**src/rtl/delay_line_pkg.sv**
```systemverilog
// ---------------------------------------------------------------------------
// delay_line_pkg
// Shared constants and helpers for the parameterised multi-channel delay line.
//   DEFAULT_WIDTH    : default bits per channel sample
//   DEFAULT_DEPTH    : default delay span (power of two)
//   DEFAULT_CHANNELS : default number of independent channels
//   clog2()          : ceiling log2, used to size the delay/pointer fields
// ---------------------------------------------------------------------------
package delay_line_pkg;

  localparam int DEFAULT_WIDTH    = 8;
  localparam int DEFAULT_DEPTH    = 32;
  localparam int DEFAULT_CHANNELS = 2;

  // Ceiling log2; returns at least 1 so a field is never zero bits wide.
  function automatic int clog2(input int value);
    int result;
    int v;
    result = 0;
    v      = value - 1;
    while (v > 0) begin
      result = result + 1;
      v      = v >> 1;
    end
    if (result < 1) begin
      result = 1;
    end
    return result;
  endfunction

endpackage : delay_line_pkg

```
**src/rtl/delay_line_chan.sv**
```systemverilog
// ---------------------------------------------------------------------------
// delay_line_chan
// One channel of the delay line: circular sample storage, the applied delay
// register, the read mux and the registered output stage.
// Ports:
//   clk, srst      : clock and synchronous active-high reset
//   step           : one step of the shared timeline (sample accepted)
//   wr_ptr         : shared write pointer, value before this step's increment
//   fill           : shared fill count, value before this step's increment
//   sample_in      : this channel's input sample
//   delay_load     : pulse to capture delay_cfg into the delay register
//   delay_cfg      : requested delay
//   sample_out     : registered delayed sample (0 while invalid)
//   valid_out      : registered flag, output carries real history
//   delay_cur      : currently applied delay
// ---------------------------------------------------------------------------
module delay_line_chan
  import delay_line_pkg::*;
#(
  parameter int WIDTH = DEFAULT_WIDTH,
  parameter int DEPTH = DEFAULT_DEPTH,
  parameter int AW    = clog2(DEFAULT_DEPTH)
) (
  input  logic             clk,
  input  logic             srst,
  input  logic             step,
  input  logic [AW-1:0]    wr_ptr,
  input  logic [AW-1:0]    fill,
  input  logic [WIDTH-1:0] sample_in,
  input  logic             delay_load,
  input  logic [AW-1:0]    delay_cfg,
  output logic [WIDTH-1:0] sample_out,
  output logic             valid_out,
  output logic [AW-1:0]    delay_cur
);

  logic [WIDTH-1:0] mem_q [DEPTH];

  logic [AW-1:0]    delay_q;
  logic [AW-1:0]    delay_d;
  logic [WIDTH-1:0] data_q;
  logic [WIDTH-1:0] data_d;
  logic             valid_q;
  logic             valid_d;

  logic [AW-1:0]    rd_addr;
  logic [WIDTH-1:0] rd_sample;

  always_comb begin
    // A load in the same cycle as a step is applied to that step.
    delay_d = delay_load ? delay_cfg : delay_q;

    // AW-bit subtraction wraps modulo DEPTH, so the address is always in range.
    rd_addr = wr_ptr - delay_d;

    // With zero delay the wanted sample is the one being written right now,
    // which is not in the array yet, so it is taken straight from the input.
    if (delay_d == '0) begin
      rd_sample = sample_in;
    end else begin
      rd_sample = mem_q[rd_addr];
    end

    valid_d = valid_q;
    data_d  = data_q;
    if (step) begin
      valid_d = (fill >= delay_d);
      data_d  = valid_d ? rd_sample : '0;
    end
  end

  always_ff @(posedge clk) begin
    if (srst) begin
      for (int i = 0; i < DEPTH; i++) begin
        mem_q[i] <= '0;
      end
      delay_q <= '0;
      data_q  <= '0;
      valid_q <= 1'b0;
    end else begin
      delay_q <= delay_d;
      data_q  <= data_d;
      valid_q <= valid_d;
      if (step) begin
        mem_q[wr_ptr] <= sample_in;
      end
    end
  end

  assign sample_out = data_q;
  assign valid_out  = valid_q;
  assign delay_cur  = delay_q;

endmodule : delay_line_chan

```
**src/rtl/delay_line_param.sv**
```systemverilog
// ---------------------------------------------------------------------------
// delay_line_param
// Multi-channel programmable delay line. All channels share one write
// timeline (write pointer and fill counter); each channel has its own storage
// and delay setting.
// Ports:
//   clk_Signal : clock, rising edge
//   Rst        : synchronous active-high reset
//   Shift_En   : step enable, one accepted sample per channel per high edge
//   Data_In    : CHANNELS samples, channel c in [c*WIDTH +: WIDTH]
//   Delay_Load : per-channel pulse capturing the matching Delay_Cfg field
//   Delay_Cfg  : per-channel requested delay, channel c in [c*AW +: AW]
//   Data_Out   : registered delayed samples
//   Valid_Out  : registered per-channel history-valid flags
//   Delay_Cur  : currently applied per-channel delays
// ---------------------------------------------------------------------------
module delay_line_param
  import delay_line_pkg::*;
#(
  parameter  int WIDTH    = DEFAULT_WIDTH,
  parameter  int DEPTH    = DEFAULT_DEPTH,
  parameter  int CHANNELS = DEFAULT_CHANNELS,
  localparam int AW       = clog2(DEPTH)
) (
  input  logic                      clk_Signal,
  input  logic                      Rst,
  input  logic                      Shift_En,
  input  logic [CHANNELS*WIDTH-1:0] Data_In,
  input  logic [CHANNELS-1:0]       Delay_Load,
  input  logic [CHANNELS*AW-1:0]    Delay_Cfg,
  output logic [CHANNELS*WIDTH-1:0] Data_Out,
  output logic [CHANNELS-1:0]       Valid_Out,
  output logic [CHANNELS*AW-1:0]    Delay_Cur
);

  localparam logic [AW-1:0] FILL_MAX = AW'(DEPTH - 1);

  logic [AW-1:0] wp_q;
  logic [AW-1:0] wp_d;
  logic [AW-1:0] fill_q;
  logic [AW-1:0] fill_d;

  always_comb begin
    wp_d   = wp_q;
    fill_d = fill_q;
    if (Shift_En) begin
      // DEPTH is a power of two, so the natural AW-bit wrap is DEPTH-1 -> 0.
      wp_d = wp_q + 1'b1;
      if (fill_q != FILL_MAX) begin
        fill_d = fill_q + 1'b1;
      end
    end
  end

  always_ff @(posedge clk_Signal) begin
    if (Rst) begin
      wp_q   <= '0;
      fill_q <= '0;
    end else begin
      wp_q   <= wp_d;
      fill_q <= fill_d;
    end
  end

  // Channels see the pre-increment pointer and fill count of the current step.
  for (genvar gi = 0; gi < CHANNELS; gi++) begin : g_chan
    delay_line_chan #(
      .WIDTH (WIDTH),
      .DEPTH (DEPTH),
      .AW    (AW)
    ) u_chan (
      .clk        (clk_Signal),
      .srst       (Rst),
      .step       (Shift_En),
      .wr_ptr     (wp_q),
      .fill       (fill_q),
      .sample_in  (Data_In[gi*WIDTH +: WIDTH]),
      .delay_load (Delay_Load[gi]),
      .delay_cfg  (Delay_Cfg[gi*AW +: AW]),
      .sample_out (Data_Out[gi*WIDTH +: WIDTH]),
      .valid_out  (Valid_Out[gi]),
      .delay_cur  (Delay_Cur[gi*AW +: AW])
    );
  end

endmodule : delay_line_param

```
**config.mk**
```make
export PLATFORM = sky130hd
export DESIGN_NAME = delay_line_param
export DESIGN_NICKNAME = d
export VERILOG_FILES = /design/src/rtl/delay_line_pkg.sv /design/src/rtl/delay_line_chan.sv /design/src/rtl/delay_line_param.sv
export SDC_FILE = /design/constraint.sdc
export NUM_CORES = 1
export LEC_CHECK = 0
export BUFFER_PORTS_ARGS = -buffer_cell sky130_fd_sc_hd__buf_2
export CELL_PAD_IN_SITES_DETAIL_PLACEMENT = 0
export CELL_PAD_IN_SITES_GLOBAL_PLACEMENT = 1
export CORE_MARGIN = 8
export CORE_UTILIZATION = 50
export CTS_BUF_LIST = sky130_fd_sc_hd__clkbuf_2
export CTS_CLUSTER_SIZE = 8
export DETAILED_ROUTE_END_ITERATION = 16
export PLACE_DENSITY_LB_ADDON = 0.12
export SYNTH_ARGS = -nofsm -noshare
export SYNTH_HDL_FRONTEND = slang
export SYNTH_SLANG_ARGS = --single-unit
```
**constraint.sdc**
```tcl
create_clock -name clk_Signal -period 3.07 [get_ports clk_Signal]
set_clock_uncertainty 0.1 [all_clocks]
set_input_delay 0.1535 -clock clk_Signal [delete_from_list [all_inputs] [get_ports clk_Signal]]
set_output_delay 0.1535 -clock clk_Signal [all_outputs]
set_load 0.005 [all_outputs]
```
==> results.tsv <==
metric	value	unit
drv_slew	0	
die_h	243	um
ant_nets	0	
peakVddDrop	0.300	mV
antenna_found_initial	2	
ys.flop_type	edfxtp_1	
finalNonFillerCells	2852	
cts_inserted_buffers	148	
stdcell_area	0.0303	sq mm
ys_seq_area_share	62.7	%
path_buf_inv	3	
p_leak	11.9	nW
crit_path_max_incr_delay	590	ps
crit_top_cell	dlygate4sd3_1	
grt.overflow.total	0	
avgSynthCellArea	14.6	sq um
synth_edf_count	512	
die_area	0.0590	sq mm
placed_cells	2460	
critPathSlowestCell	dlygate4sd3_1	
via_count	15900	
cp_top_family	buffers and inverters	
slew_headroom	26.5	%
firstDrtPassIters	5	
clk_path_buf_depth	3	
finalCritPeriodShare	99.7	%
grt_max_degree	57	
clk_latency	1310	ps
syn_nets	1820	
worstSetupPathType	flop to flop	
nNetsFinal	2123	
syn_area	0.0257	sq mm
period_minus_slack	3060	ps
status	complete, no violations	
start_kind	flop	
gp_congestion	0.830	
fmax	0.327	GHz
crit_path_end_kind	flop	
worst_pin_slew	1100	ps
grt_pass1_vias	16600	
cts_sinks	550	
initial_core_util	50.4	%
path_cells	mux2i_2 > buf_4 > dlygate4sd3_1 > ha_1 > a21o_1 > a31oi_1 > o21a_1 > a211oi_1 > dlygate4sd3_1	
drv_cap	0	
viasPerCell	5.58	
most-common-layout-cells	and2_1, edfxtp_1, clkbuf_2	
drt_wl_total	72600	um
arrival	4120	ps
syn_inst	1763	
power_density	566	mW/mm^2
placed_area	0.0272	sq mm
holdWs	134	ps
grt_use_total	24.8	%
io_pins	59	
async_flop_share	0	%
grt_pass1_wl	108000	um
numPortBuffers	58	
final_common_cell	and2_1	
setup-violations-final	0	
hp-class	input pin to flop	
design.core.area	0.0511	sq mm
drtIter0Drc	1260	
rows	83	
clk_pin_slew_worst_paths	100	ps
tritoncts	done	
drive_gt1_share	30.4	%
cp_max_fo	3	
cts_root_buffer	clkbuf_2	
yosys_warnings	0	
fp.dieW	243	um
drc	0	
required	4130	ps
ys_ff_latch	550	
final.setup.tns	0	ps
dp_hpwl	43600	um
h-tree-depth	4	
yosysUniqueCellTypes	56	
hold_violations	0	
wl_per_cell	25.5	um
syn2layout_area_growth	17.7	%
## per-stage QoR
step	worst slack, ps	utilization, %	power, mW
4_1_cts	-48.6	58.7	17.1
6_report	8.67	59.3	17.2
2_1_floorplan	200	-	10.5
5_1_grt	-19.2	59.3	17.9
3_5_place_dp	-175	53.3	11.6
3_3_place_gp	-121	53.3	11.6
## final timing paths
| kind | startpoint | endpoint | slack (ps) | depth (start not counted) |
|---|---|---|---|---|
| max | g_chan[1].u_chan.delay_cur[2] | g_chan[1].u_chan.valid_out | 9 | 9 |
| min | Shift_En | g_chan[0].u_chan.sample_out[5] | 130 | 6 |
| max reg2reg | g_chan[1].u_chan.delay_cur[2] | g_chan[1].u_chan.valid_out | 9 | 9 |
| min reg2reg | g_chan[1].u_chan.sample_out[2] | g_chan[1].u_chan.sample_out[2] | 450 | 2 |
## metal layers
metal  part of all wire, %  GRT usage (%)
met3                   6.3           5.72
met1                    40           30.9
met5                     0              0
met4                   3.6           11.9
met2                    50           40.6
## cell type report
class                   instances  area [sq um]
fillers                      4082         20800
flip-flops and latches        550         16100
multi-input cells            1062          9090
repair buffers                296          2860
clock buffers                 226          1130
well taps                     680           851
clock inverters                26           180
inverters                       8          30.0
diodes                          4          10.0
## what timing repair did
action / CTS / global route
endpoints found under the hold margin: 1062 / 0
endpoints found under the setup margin: 10 / 16
setup buffers: 10 / 17
hold buffers: 108 / 0
gates cloned: 1 / 1
pin swaps: 19 / 10
resized for setup: 27 / 26
## sequential cells by signal, summed over array words and instances (netlist names)
name,count
g_chan.u_chan.delay_cur,10
g_chan.u_chan.mem_q,512
g_chan.u_chan.valid_out,2
g_chan.u_chan.sample_out,16
fill_q,5
wp_q,5
## worst reg2reg max path: stages, from the launching register on
cell           delay (ps)
dfxtp_1               350
mux2i_2               240
buf_4                 150
dlygate4sd3_1         580
ha_1                  250
a21o_1                180
a31oi_1               190
o21a_1                200
a211oi_1               80
dlygate4sd3_1         590
## power by group
part	internal, mW	leakage (nW)	switching, mW
sequential	8.44	5.60	0.0989
clock	2.17	1.03	3.05
combinational	1.62	5.26	1.77
total	12.2	11.9	4.92
## cells by family after synthesis
logic type / Yosys count / share of synthesized area (%)
simple gates: 745 / 16.9
flops: 550 / 62.7
mux: 157 / 12.4
buf+inv: 151 / 2.79
compound gates: 121 / 3.50
fa+ha+maj: 26 / 1.32
xor+xnor: 13 / 0.442
## cell usage after synthesis, drive strengths merged (4+ instances only)
| cell | instances | area [sq um] |
|---|---|---|
| or2 | 32 | 200 |
| mux4 | 128 | 2880 |
| clkbuf | 104 | 394 |
| a211oi | 18 | 135 |
| o21ai | 6 | 37.5 |
| xor2 | 9 | 78.8 |
| a211o | 16 | 140 |
| ha | 24 | 300 |
| or3 | 5 | 31.3 |
| a22oi | 16 | 120 |
| buf | 39 | 295 |
| nor2b | 4 | 25.0 |
| nand2 | 76 | 318 |
| nor2 | 72 | 270 |
| dfxtp | 38 | 761 |
| and3 | 19 | 119 |
| a21oi | 36 | 180 |
| mux2i | 28 | 297 |
| and2 | 514 | 3220 |
| xnor2 | 4 | 35.0 |
| inv | 8 | 30.0 |
| a21o | 4 | 30.0 |
| edfxtp | 512 | 15400 |
| o211ai | 16 | 185 |
No activity file was read; power rests on OpenSTA's default activity.
